--- config.mk ---
export PLATFORM = sky130hd
export DESIGN_NAME = ma_filter_multich
export DESIGN_NICKNAME = d
export VERILOG_FILES = /design/src/rtl/ma_filter_pkg.sv /design/src/rtl/ma_filter_lane.sv /design/src/rtl/ma_filter_multich.sv
export SDC_FILE = /design/constraint.sdc
export NUM_CORES = 2
export LEC_CHECK = 0
export ABC_AREA = 1
export BUFFER_PORTS_ARGS = -buffer_cell sky130_fd_sc_hd__buf_4
export CORE_MARGIN = 2
export CORE_UTILIZATION = 25
export DETAILED_ROUTE_END_ITERATION = 8
export MAX_ROUTING_LAYER = met4
export SYNTH_ARGS = -nofsm -noshare
export SYNTH_HDL_FRONTEND = slang
export SYNTH_SLANG_ARGS = --single-unit
--- constraint.sdc ---
create_clock -name clk -period 6.4 [get_ports clk]
set_input_delay 0.96 -clock clk [delete_from_list [all_inputs] [get_ports clk]]
set_output_delay 0.96 -clock clk [all_outputs]
set_load 0.01 [all_outputs]
--- src/rtl/ma_filter_pkg.sv ---
// ma_filter_pkg: shared widths, per-lane types and helpers for the
// multi-channel moving-average filter (ma_filter_multich, ma_filter_lane).
//   - DEF_* : default geometry of the filter.
//   - sample_t / sum_t : per-lane signed sample and accumulator at default widths.
//   - sum_width() : accumulator width for a given sample width and max window.
//   - round_term() : half-LSB offset added before a shift by 'win' bits.
package ma_filter_pkg;

  localparam int DEF_NUM_CHANNELS   = 4;
  localparam int DEF_WORD_LENGTH_IN = 16;
  localparam int DEF_MAX_LOG2       = 4;

  function automatic int sum_width(input int word_length_in, input int max_log2);
    return word_length_in + max_log2;
  endfunction

  typedef logic signed [DEF_WORD_LENGTH_IN-1:0]              sample_t;
  typedef logic signed [DEF_WORD_LENGTH_IN+DEF_MAX_LOG2-1:0] sum_t;

  function automatic int unsigned round_term(input int unsigned win);
    return (win == 0) ? 32'd0 : (32'd1 << (win - 1));
  endfunction

endpackage

--- src/rtl/ma_filter_lane.sv ---
// ma_filter_lane: one lane of the moving-average filter.
// Holds the circular sample buffer, the running sum and the scaled output
// register for a single antenna element.
// Optional macro MA_FILTER_ROUND_EN: round half-up before the shift (else floor).
// Ports:
//   clk_i, rst_n_i  clock, async active-low reset
//   clear_i         synchronous clear of the running sum
//   acc_i           sample accepted this cycle
//   full_i          window already holds N samples (oldest sample leaves)
//   out_load_i      load the output register with the post-update mean
//   wr_ptr_i        buffer write pointer
//   win_q_i         latched window exponent
//   x_i             input sample
//   y_o             registered averaged sample
module ma_filter_lane
  import ma_filter_pkg::*;
#(
  parameter int WORD_LENGTH_IN  = DEF_WORD_LENGTH_IN,
  parameter int MAX_LOG2        = DEF_MAX_LOG2,
  parameter int WIN_W           = $clog2(MAX_LOG2 + 1),
  parameter int WORD_LENGTH_SUM = sum_width(WORD_LENGTH_IN, MAX_LOG2)
) (
  input  logic                             clk_i,
  input  logic                             rst_n_i,
  input  logic                             clear_i,
  input  logic                             acc_i,
  input  logic                             full_i,
  input  logic                             out_load_i,
  input  logic        [MAX_LOG2-1:0]       wr_ptr_i,
  input  logic        [WIN_W-1:0]          win_q_i,
  input  logic signed [WORD_LENGTH_IN-1:0] x_i,
  output logic signed [WORD_LENGTH_IN-1:0] y_o
);

  localparam int DEPTH = 1 << MAX_LOG2;

  logic signed [WORD_LENGTH_IN-1:0]  buf_q [DEPTH];
  logic signed [WORD_LENGTH_SUM-1:0] sum_q, sum_d;
  logic signed [WORD_LENGTH_SUM-1:0] rnd, rounded;
  logic signed [WORD_LENGTH_IN-1:0]  x_old, y_q, y_d;
  logic        [MAX_LOG2:0]          n_val;
  logic        [MAX_LOG2-1:0]        rd_ptr;

  // Window length truncated to pointer width: N = 2^MAX_LOG2 maps to 0,
  // so the oldest sample is the slot about to be overwritten.
  assign n_val  = (MAX_LOG2 + 1)'(1) << win_q_i;
  assign rd_ptr = wr_ptr_i - n_val[MAX_LOG2-1:0];

  always_comb begin
    x_old = '0;
    if (full_i) begin
      x_old = buf_q[rd_ptr];
    end
  end

  // Intermediate sum+x may wrap, but the final sum of N in-range samples fits.
  assign sum_d = sum_q + WORD_LENGTH_SUM'(x_i) - WORD_LENGTH_SUM'(x_old);

`ifdef MA_FILTER_ROUND_EN
  assign rnd = WORD_LENGTH_SUM'(round_term(32'(win_q_i)));
`else
  assign rnd = '0;
`endif

  assign rounded = sum_d + rnd;
  assign y_d     = WORD_LENGTH_IN'(rounded >>> win_q_i);

  // Buffer contents are never reset; fill gating keeps stale slots out of the sum.
  always_ff @(posedge clk_i) begin
    if (acc_i) begin
      buf_q[wr_ptr_i] <= x_i;
    end
  end

  always_ff @(posedge clk_i or negedge rst_n_i) begin
    if (!rst_n_i) begin
      sum_q <= '0;
      y_q   <= '0;
    end else begin
      if (clear_i) begin
        sum_q <= '0;
      end else if (acc_i) begin
        sum_q <= sum_d;
      end
      if (out_load_i) begin
        y_q <= y_d;
      end
    end
  end

  assign y_o = y_q;

endmodule

--- src/rtl/ma_filter_multich.sv ---
// ma_filter_multich: multi-channel signed moving average over 2^win_log2
// snapshots (capped at 2^MAX_LOG2), AXI-Stream in and out with backpressure.
// Optional macro MA_FILTER_ROUND_EN: round half-up instead of floor.
// Ports:
//   clk, rst_n        clock, async active-low reset
//   win_log2          window exponent (a change triggers an internal flush)
//   flush             one-cycle synchronous clear of window state
//   s_axis_*          input snapshot stream, lane 0 in LSBs
//   m_axis_*          averaged snapshot stream
//   fill_done         window full, outputs are being produced
module ma_filter_multich
  import ma_filter_pkg::*;
#(
  parameter int NUM_CHANNELS    = DEF_NUM_CHANNELS,
  parameter int WORD_LENGTH_IN  = DEF_WORD_LENGTH_IN,
  parameter int MAX_LOG2        = DEF_MAX_LOG2,
  parameter int WIN_W           = $clog2(MAX_LOG2 + 1),
  parameter int WORD_LENGTH_SUM = sum_width(WORD_LENGTH_IN, MAX_LOG2)
) (
  input  logic                                   clk,
  input  logic                                   rst_n,
  input  logic [WIN_W-1:0]                       win_log2,
  input  logic                                   flush,
  input  logic [NUM_CHANNELS*WORD_LENGTH_IN-1:0] s_axis_tdata,
  input  logic                                   s_axis_tvalid,
  output logic                                   s_axis_tready,
  output logic [NUM_CHANNELS*WORD_LENGTH_IN-1:0] m_axis_tdata,
  output logic                                   m_axis_tvalid,
  input  logic                                   m_axis_tready,
  output logic                                   fill_done
);

  localparam int CNT_W = MAX_LOG2 + 1;

  logic [WIN_W-1:0]    win_eff, win_q, win_d;
  logic [CNT_W-1:0]    fill_cnt_q, fill_cnt_d, n_val;
  logic [MAX_LOG2-1:0] wr_ptr_q, wr_ptr_d;
  logic                mvalid_q, mvalid_d;
  logic                flush_int, acc, full, out_load;

  assign win_eff   = (win_log2 > WIN_W'(MAX_LOG2)) ? WIN_W'(MAX_LOG2) : win_log2;
  assign flush_int = flush | (win_eff != win_q);

  assign s_axis_tready = !flush_int & (!mvalid_q | m_axis_tready);
  assign acc           = s_axis_tvalid & s_axis_tready;

  assign n_val     = CNT_W'(1) << win_q;
  assign full      = (fill_cnt_q == n_val);
  assign fill_done = full;
  // Output is produced whenever the window is full after this accept.
  assign out_load  = acc & (full | ((fill_cnt_q + CNT_W'(1)) == n_val));

  always_comb begin
    fill_cnt_d = fill_cnt_q;
    wr_ptr_d   = wr_ptr_q;
    mvalid_d   = mvalid_q;
    win_d      = win_q;
    if (flush_int) begin
      fill_cnt_d = '0;
      wr_ptr_d   = '0;
      mvalid_d   = 1'b0;
      win_d      = win_eff;
    end else begin
      if (acc) begin
        wr_ptr_d = wr_ptr_q + MAX_LOG2'(1);
        if (!full) begin
          fill_cnt_d = fill_cnt_q + CNT_W'(1);
        end
      end
      if (out_load) begin
        mvalid_d = 1'b1;
      end else if (m_axis_tready) begin
        mvalid_d = 1'b0;
      end
    end
  end

  always_ff @(posedge clk or negedge rst_n) begin
    if (!rst_n) begin
      fill_cnt_q <= '0;
      wr_ptr_q   <= '0;
      mvalid_q   <= 1'b0;
      win_q      <= '0;
    end else begin
      fill_cnt_q <= fill_cnt_d;
      wr_ptr_q   <= wr_ptr_d;
      mvalid_q   <= mvalid_d;
      win_q      <= win_d;
    end
  end

  assign m_axis_tvalid = mvalid_q;

  for (genvar g = 0; g < NUM_CHANNELS; g++) begin : g_lane
    ma_filter_lane #(
      .WORD_LENGTH_IN  (WORD_LENGTH_IN),
      .MAX_LOG2        (MAX_LOG2),
      .WIN_W           (WIN_W),
      .WORD_LENGTH_SUM (WORD_LENGTH_SUM)
    ) u_lane (
      .clk_i      (clk),
      .rst_n_i    (rst_n),
      .clear_i    (flush_int),
      .acc_i      (acc),
      .full_i     (full),
      .out_load_i (out_load),
      .wr_ptr_i   (wr_ptr_q),
      .win_q_i    (win_q),
      .x_i        (s_axis_tdata[g*WORD_LENGTH_IN +: WORD_LENGTH_IN]),
      .y_o        (m_axis_tdata[g*WORD_LENGTH_IN +: WORD_LENGTH_IN])
    );
  end

endmodule

==> out/qor.yml <==
p_per_area_nw_per_um2: 329
nNetsFinal: 5711
fin_setup_tns_ps: 0
clock_path_buffers: 3
worstSetupEndpoint: "g_lane[2].u_lane.y_o[3]"
drive_gt1_share_pct: 9.15
fp.dieH_um: 477
start_kind: "flip-flop"
cts_tree: "yes"
post_cts_buffers: 0
vias: 41289
ctsHtreeMaxLevel: 3
grt_pass1_wl_mm: 263
rows: 173
final_core_util_pct: 29.2
dieArea_um2: 228000
fmax_mhz: 164
place.gp.congestion: 0.899
syn_area_per_cell_um2: 10.4
core_area_um2: 223000
status: "finished clean"
synth_seq_cells: 1181
fin_crit_sh_pct: 95.5
final_cell_count_no_fill: 8554
antenna_found_initial: 26
crit_path_end_kind: "flip-flop"
hp-class: "in -> async"
groute.usage.overall_pct: 15.5
leakage_uw: 0.0251
drt_first_iter_violations: 4744
synth_seq_area_share_pct: 61.9
cp.arrival_ps: 6740
dp_cells: 8329
io_pins: 139
cts.clk_slew.worst_paths_ps: 70
ant_nets: 0
chipWidth_um: 477
grt_start_max_net_pins: 175
cts-buffers-inserted: 114
ir_drop_mv: 0.216
worst_pin_slew_ps: 1050
crit_required_ps: 7020
rsz0062_at_grt: "true"
hold_viol: 0
crit_start: "win_q[1]"
start_util_pct: 25.2
ff2ff_path_depth: 31
fin_hold_ws_ps: 295
slew_violations: 0
finalCriticalPeriod_ps: 6110
drv_cap: 0
maxSlewHeadroom_pct: 29.9
synth_cell_type_count: 46
cts.root.buffer_cell: "clkbuf_16"
ctsHoldBuffers: 0
finalSetupViolCount: 0
path_class: "reg -> reg"
drc_errors: 0
r2r_slack_ps: 290
yosysWarnings: 0
clock_skew_ps: 37.1
area_growth_pct: 16.2
routed_wl_mm: 177
cpPeakStageDelay_ps: 960
hpwl_mm: 113
path_common_cell: "nand2_1"
clock_latency_ps: 750
r2r_end: "g_lane[2].u_lane.y_o[3]"
firstDrtPassIters: 6
synthCells: 5361
post_cts_resize_count: 0
r2r_start: "win_q[1]"
vias_per_cell: 4.83
crit_fanout: 51
first_global_vias: 39221
synth_area_um2: 56000
wl_per_cell_um: 20.7
syn_nets: 5602
cp_slowest_cell: "fa_4"
cts_sinks: 1181
portBuffers: 138
grt-ovfl-total: 0
layer usage:
layer	part of all wire [%]	GRT usage, %	vias up
li1	-	-	18952
met1	45	21.7	20420
met4	2.6	4.30	0
met3	7.6	2.28	241
met5	0	-	-
met2	45	23.4	1676
sequential cells by signal (all words and copies together) (netlist names):
register,cells
m_axis_tvalid,1
win_q,3
g_lane.u_lane.sum_q,80
wr_ptr_q,4
g_lane.u_lane.buf_q,1024
g_lane.u_lane.y_o,64
fill_cnt_q,5
layout make-up:
cell class | instances | area [um2]
sequential | 1181 | 34700
inverter | 567 | 2160
clock buffer | 138 | 3010
multi-input combinational | 3324 | 18300
tap | 2975 | 3720
fill | 23019 | 157000
clock inverter | 68 | 706
antenna | 19 | 47.5
timing repair buffer | 282 | 2490
critical path: cells and delay by family (launching register included):
family | cells | cell delay [ps]
AOI/OAI and AO/OA | 3 | 1060
adders and majority gates | 4 | 1900
buffers and inverters | 7 | 710
DFF | 1 | 500
and+or+nand+nor | 17 | 1750
worst min path at each step:
stage	from	end	slack [ps]	depth (start not counted)
detailed placement	g_lane[0].u_lane.y_o[11]	g_lane[0].u_lane.y_o[11]	470	2
global placement	g_lane[1].u_lane.y_o[7]	g_lane[1].u_lane.y_o[7]	480	2
floorplan	g_lane[0].u_lane.sum_q[19]	g_lane[0].u_lane.sum_q[19]	500	1
CTS	rst_n	g_lane[2].u_lane.sum_q[16]	290	1
finish	rst_n	g_lane[2].u_lane.sum_q[16]	290	1
global route	rst_n	g_lane[2].u_lane.sum_q[8]	360	1
synthesized netlist by cell type, drive strengths merged:
master,count,area [um2]
dfrtp,157,3930
a221oi,46,403
nor3,31,155
nor4,1,12.5
inv,565,2120
a211oi,20,150
a221o,148,1480
nand3b,4,30.0
ha,92,1150
or3,4,25.0
o21ai,87,435
a32oi,29,254
mux2i,2,20.0
and2,3,18.8
nor2,138,542
a31o,2,17.5
fa,77,1540
o22ai,39,244
and3,4,25.0
edfxtp,1024,30700
a21oi,515,2580
nand4,18,119
a31oi,38,238
a22oi,2,15.0
nand3,538,2700
buf,70,332
xor2,28,245
nand2,1420,5350
clkbuf,219,822
clkinv,2,8.75
xnor2,12,113
or2,9,56.3
o211ai,17,128
report_power, final:
group / switching (uW) / total, uW / internal [uW]
Combinational: 3850 / 5790 / 1940
Sequential: 182 / 8790 / 8600
Clock: 2950 / 6850 / 3890
Total: 6980 / 21400 / 14400
per-stage QoR:
step | setup slack [ps] | area [um2] | power (uW)
5_1_grt | -33.3 | 65100 | 22500
2_1_floorplan | 1110 | 56000 | 12500
6_report | 287 | 65100 | 21400
4_1_cts | 73.5 | 65000 | 21500
3_3_place_gp | 119 | 61300 | 14600
3_5_place_dp | 98.2 | 61300 | 14700
cell families (layout without fill, tap and decap cells):
group                      after synthesis  in the layout  synth area share [%]
xor gates and xnor gates                40             40                 0.639
muxes                                    2              2                0.0357
DFF                                   1181           1181                  61.9
AOI/OAI and AO/OA                      943            943                  10.6
adders and majority gates              169            169                  4.81
and+or+nand+nor                       2170           2170                  16.1
buffers and inverters                  856           1055                  5.86
other                                    0             19                     0
layout by cell type, fill, tap and decap left out, drive strengths merged:
| cell | Yosys | routed |
|---|---|---|
| nor3 | 31 | 31 |
| a211oi | 20 | 20 |
| nor4 | 1 | 1 |
| edfxtp | 1024 | 1024 |
| and2 | 3 | 3 |
| xnor2 | 12 | 12 |
| bufinv | 0 | 14 |
| ha | 92 | 92 |
| nand2 | 1420 | 1420 |
| clkinv | 2 | 51 |
| diode | 0 | 19 |
| inv | 565 | 570 |
| clkbuf | 219 | 138 |
| a21oi | 515 | 515 |
| or3 | 4 | 4 |
| fa | 77 | 77 |
| and3 | 4 | 4 |
| nand3b | 4 | 4 |
| a31oi | 38 | 38 |
| nand3 | 538 | 538 |
| a31o | 2 | 2 |
| dfrtp | 157 | 157 |
| a221oi | 46 | 46 |
| xor2 | 28 | 28 |
| mux2i | 2 | 2 |
| or2 | 9 | 9 |
| a32oi | 29 | 29 |
| buf | 70 | 282 |
| o211ai | 17 | 17 |
| o21ai | 87 | 87 |
| o22ai | 39 | 39 |
| nand4 | 18 | 18 |
| nor2 | 138 | 138 |
| a221o | 148 | 148 |
| a22oi | 2 | 2 |
(Power assumes the default switching activity.)
